**src/rtl/wbregfile.sv**
```systemverilog
// semiMIPS write-back stage: source mux, register file with write-through read bypass,
// sticky halt on fin and a retired-instruction counter.
module wbregfile #(
  parameter int unsigned DATAW = 32,
  parameter int unsigned ADDRW = 5
) (
  input  logic             clk,
  input  logic             rst,
  input  logic [1:0]       memtoregin,
  input  logic             regwrin,
  input  logic             finin,
  input  logic [DATAW-1:0] aluresult,
  input  logic [DATAW-1:0] memdata,
  input  logic [DATAW-1:0] pcplus4,
  input  logic [ADDRW-1:0] wraddr,
  input  logic [ADDRW-1:0] rdaddra,
  input  logic [ADDRW-1:0] rdaddrb,
  output logic [DATAW-1:0] rddataa,
  output logic [DATAW-1:0] rddatab,
  output logic [DATAW-1:0] wbdata,
  output logic             halted,
  output logic [31:0]      retired
);

  localparam int unsigned NumRegs = 2 ** ADDRW;

  typedef enum logic {StRun, StHalt} state_e;

  state_e           state_q, state_d;
  logic [DATAW-1:0] regs_q [NumRegs];
  logic [DATAW-1:0] regs_d [NumRegs];
  logic [31:0]      retired_q, retired_d;
  logic             we;

  // Code 11 is reserved and behaves like 00.
  always_comb begin
    unique case (memtoregin)
      2'b01:   wbdata = memdata;
      2'b10:   wbdata = pcplus4;
      default: wbdata = aluresult;
    endcase
  end

  assign halted  = (state_q == StHalt);
  assign retired = retired_q;
  assign we      = regwrin & ~halted & (wraddr != '0);

  always_comb begin
    regs_d = regs_q;
    if (we) begin
      regs_d[wraddr] = wbdata;
    end
    regs_d[0] = '0;
  end

  // r0 reads as zero even when a (dropped) write to it is in flight.
  always_comb begin
    if (rdaddra == '0) begin
      rddataa = '0;
    end else if (we && (rdaddra == wraddr)) begin
      rddataa = wbdata;
    end else begin
      rddataa = regs_q[rdaddra];
    end
  end

  always_comb begin
    if (rdaddrb == '0) begin
      rddatab = '0;
    end else if (we && (rdaddrb == wraddr)) begin
      rddatab = wbdata;
    end else begin
      rddatab = regs_q[rdaddrb];
    end
  end

  always_comb begin
    state_d = state_q;
    unique case (state_q)
      StRun:   if (finin) state_d = StHalt;
      StHalt:  state_d = StHalt;
      default: state_d = StRun;
    endcase
  end

  always_comb begin
    retired_d = retired_q;
    if ((regwrin | finin) & ~halted) begin
      retired_d = retired_q + 32'd1;
    end
  end

  always_ff @(posedge clk) begin
    if (rst) begin
      state_q   <= StRun;
      retired_q <= '0;
      for (int i = 0; i < NumRegs; i++) begin
        regs_q[i] <= '0;
      end
    end else begin
      state_q   <= state_d;
      retired_q <= retired_d;
      regs_q    <= regs_d;
    end
  end

endmodule

```
**config.mk**
```make
export PLATFORM = sky130hd
export DESIGN_NAME = wbregfile
export DESIGN_NICKNAME = d
export VERILOG_FILES = /design/src/rtl/wbregfile.sv
export SDC_FILE = /design/constraint.sdc
export NUM_CORES = 2
export LEC_CHECK = 0
export CORE_MARGIN = 2
export CORE_UTILIZATION = 55
export DETAILED_ROUTE_END_ITERATION = 12
export PLACE_DENSITY_LB_ADDON = 0.1
export SLEW_MARGIN = 20
export SYNTH_ARGS = -nofsm -noshare
export SYNTH_HDL_FRONTEND = slang
export SYNTH_SLANG_ARGS = --single-unit
```
**constraint.sdc**
```tcl
create_clock -name clk -period 2.15 [get_ports clk]
set_input_delay 0.3225 -clock clk [delete_from_list [all_inputs] [get_ports clk]]
set_output_delay 0.3225 -clock clk [all_outputs]
set_load 0.01 [all_outputs]
```
==> reports/metrics.cfg <==
[route]
drtPass1Iterations = 8
postRouteAntennaNets = 0
via_per_inst = 6.44
via_count = 53444
drc = 0
drtIter0Drc = 7529
routed_wl_um = 212000
routedWlPerCell_um = 25.6

[min_path]
hp-class = primary input to flip-flop

[yosys]
synthFlopType = dfxtp_1
ys_ff_latch = 1025
yosys_warnings = 0
synth_async_sr_flop_share = 0
syn_nets = 6285
syn_area_mm2 = 0.0527
synthCells = 6165
ys_seq_area_frac = 0.389
synth_edf_count = 0
ys_types = 58
syn_avg_cell_area_um2 = 8.55

[sta]
rsz0062_at_grt = true
relSlewSlack = 0.358
fmax_ghz = 0.333
setup_violations = 65
period_needed_ps = 3010
fin_ws_ps = -856
skew_ps = 10.0
drv_slew = 0
hold_viol_final = 0
worst_pin_slew_ps = 960
fin_crit_sh = 1.40
hold_slack_ps = 303

[clock_network]
ctsHtreeMaxLevel = 3
numClockSinks = 1025
cts-root-buf = clkbuf_16
cts_buffer_depth = 3
cts_made_buffers = 111
clk_pin_slew_worst_paths_ps = 60
cts_tree = yes
clk_latency_ps = 720

[global_routing]
grt_pass1_wl_um = 312000
antenna_found_initial = 2
grt_max_degree = 102
overflow = 0
grt_pass1_vias = 50262
grt_usage = 0.416

[final_layout]
nFillCells = 6565
fin_nets = 7057
multi_input_area_mm2 = 0.0318
seqCellArea_mm2 = 0.0206
fin_area_mm2 = 0.0711
area_growth_pct = 34.9
drive_gt1_frac = 0.316
diodes = 0
fin_util = 0.748

[floorplanning]
ios = 246
rows = 113
initial_utilization = 0.555
fp.dieW_um = 314
coreArea_mm2 = 0.0950
dieArea_mm2 = 0.0983
die_h_um = 314

[status]
outcome = complete, but fails checks
violations = negative setup slack

[flow_run]
cap_violations = 0

[placement]
gp_congestion = 0.956
io_buffers = 245
dp_hpwl_um = 142000
placedInstanceArea_mm2 = 0.0641
dp_slack_ps = -1590

[setup_path]
rrSetupSlack_ps = 110
critPathCaptureType = primary output
cp_max_fo = 2
startpoint_type = flip-flop
worstPathRequired_ps = 1830
crit_type = flip-flop to primary output
arrival_ps = 2680

[power]
cellPowerDensity_mw_per_mm2 = 654
leakagePower_nw = 28.6
total_power_mw = 46.5
peakVddDrop_uv = 625

[metal layers]
metal	GRT usage	wire [µm]	vias to the layer above
met2	0.629	93300	3642
met5	0	27	-
met4	0.221	12200	4
met1	0.553	79800	25767
li1	-	-	23240
met3	0.103	27000	791
[stage by stage]
step	setup TNS (ps)	std cells
3_3_place_gp	-728510	7985
3_5_place_dp	-725740	7985
6_report	-45050	8296
2_1_floorplan	-840	6165
4_1_cts	-46840	8262
5_1_grt	-47140	8296
[worst max-delay path, cell delays in order, from the launching register on]
cell and delay, ps:
dfxtp_1 380, mux4_2 290, mux2i_4 90, o211ai_1 640, nor3_2 80, a21oi_2 290
buf_2 200
[final cells by class]
type                       instances  area share
multi-input combinational       4465       0.448
timing repair buffer            1289       0.183
clock buffer                     163      0.0475
inverter                          45     0.00267
clock inverter                    44     0.00797
tap                             1265      0.0223
sequential                      1025       0.289
[worst paths after layout]
| path | startpoint | end | depth (start not counted) |
|---|---|---|---|
| min | finin | halted | 3 |
| max reg2reg | halted | regs_q[340] | 7 |
| min reg2reg | regs_q[233] | regs_q[233] | 2 |
| max | regs_q[481] | rddatab[1] | 6 |
[kinds of logic (layout without fill, tap and decap cells)]
family | after synthesis | after routing | share of synthesized area
simple gates | 2351 | 2351 | 0.179
compound gates | 1481 | 1481 | 0.161
flops | 1025 | 1025 | 0.389
buf+inv | 675 | 1541 | 0.0517
mux | 597 | 597 | 0.213
xor+xnor | 33 | 33 | 0.00549
fa+ha+maj | 3 | 3 | 0.000712
[Yosys cell counts, drive strengths merged (4+ instances only)]
cell	number	area [µm²]
inv	44	165
nor3	64	320
mux2	137	1540
nor3b	4	40.0
dfxtp	1025	20500
and3b	6	52.6
a32oi	4	35.0
o21ai	65	325
and3	4	25.0
nor2	2033	7630
and2	27	169
mux4	407	9170
a211o	4	35.0
xnor2	26	228
a21oi	1072	5370
nand3	41	210
xor2	7	61.3
nand2	66	248
nand2b	9	56.3
nand4	10	62.6
and4	4	35.0
o211ai	23	173
or3	14	87.6
o221ai	18	158
a22oi	124	931
a22o	4	35.0
buf	126	662
nor2b	41	257
nor4	17	136
or2	6	37.5
o22ai	26	163
a211oi	16	120
clkbuf	504	1890
a221o	38	380
a2111oi	13	114
mux2i	53	531
o32ai	11	96.3
a221oi	49	429
[placed cells by master, fill, tap and decap left out, types with 34 or more instances in the layout]
cell type,instances
a21oi_2,41
mux2_2,135
buf_6,80
mux2i_1,40
inv_1,35
mux4_2,407
dfxtp_1,989
clkbuf_8,36
a22oi_2,42
a21oi_1,1022
nor2_1,2027
dfxtp_2,36
buf_12,191
clkdlybuf4s50_1,133
nand2_1,54
buf_2,69
nor2b_1,38
a221oi_1,34
clkbuf_16,119
a221o_1,38
buf_4,759
a22oi_1,82
[registers in the layout, summed over array words and instances, names as in the netlist]
signal and flops:
regs_q 992, retired 32, halted 1
[report_power, final]
group | internal [mW] | switching (mW)
Clock | 12.2 | 8.45
Sequential | 19.1 | 0.0836
Combinational | 2.61 | 4.03
Total | 33.9 | 12.6
[repair_timing]
item | CTS | global route
hold endpoints to repair | 15 | 0
hold buffers | 1 | 0
gates resized for setup | 605 | 272
setup buffers | 68 | 39
pin swaps | 88 | 90
setup endpoints to repair | 235 | 79
cloned | 9 | 6
No activity file was read; power rests on OpenSTA's default activity.
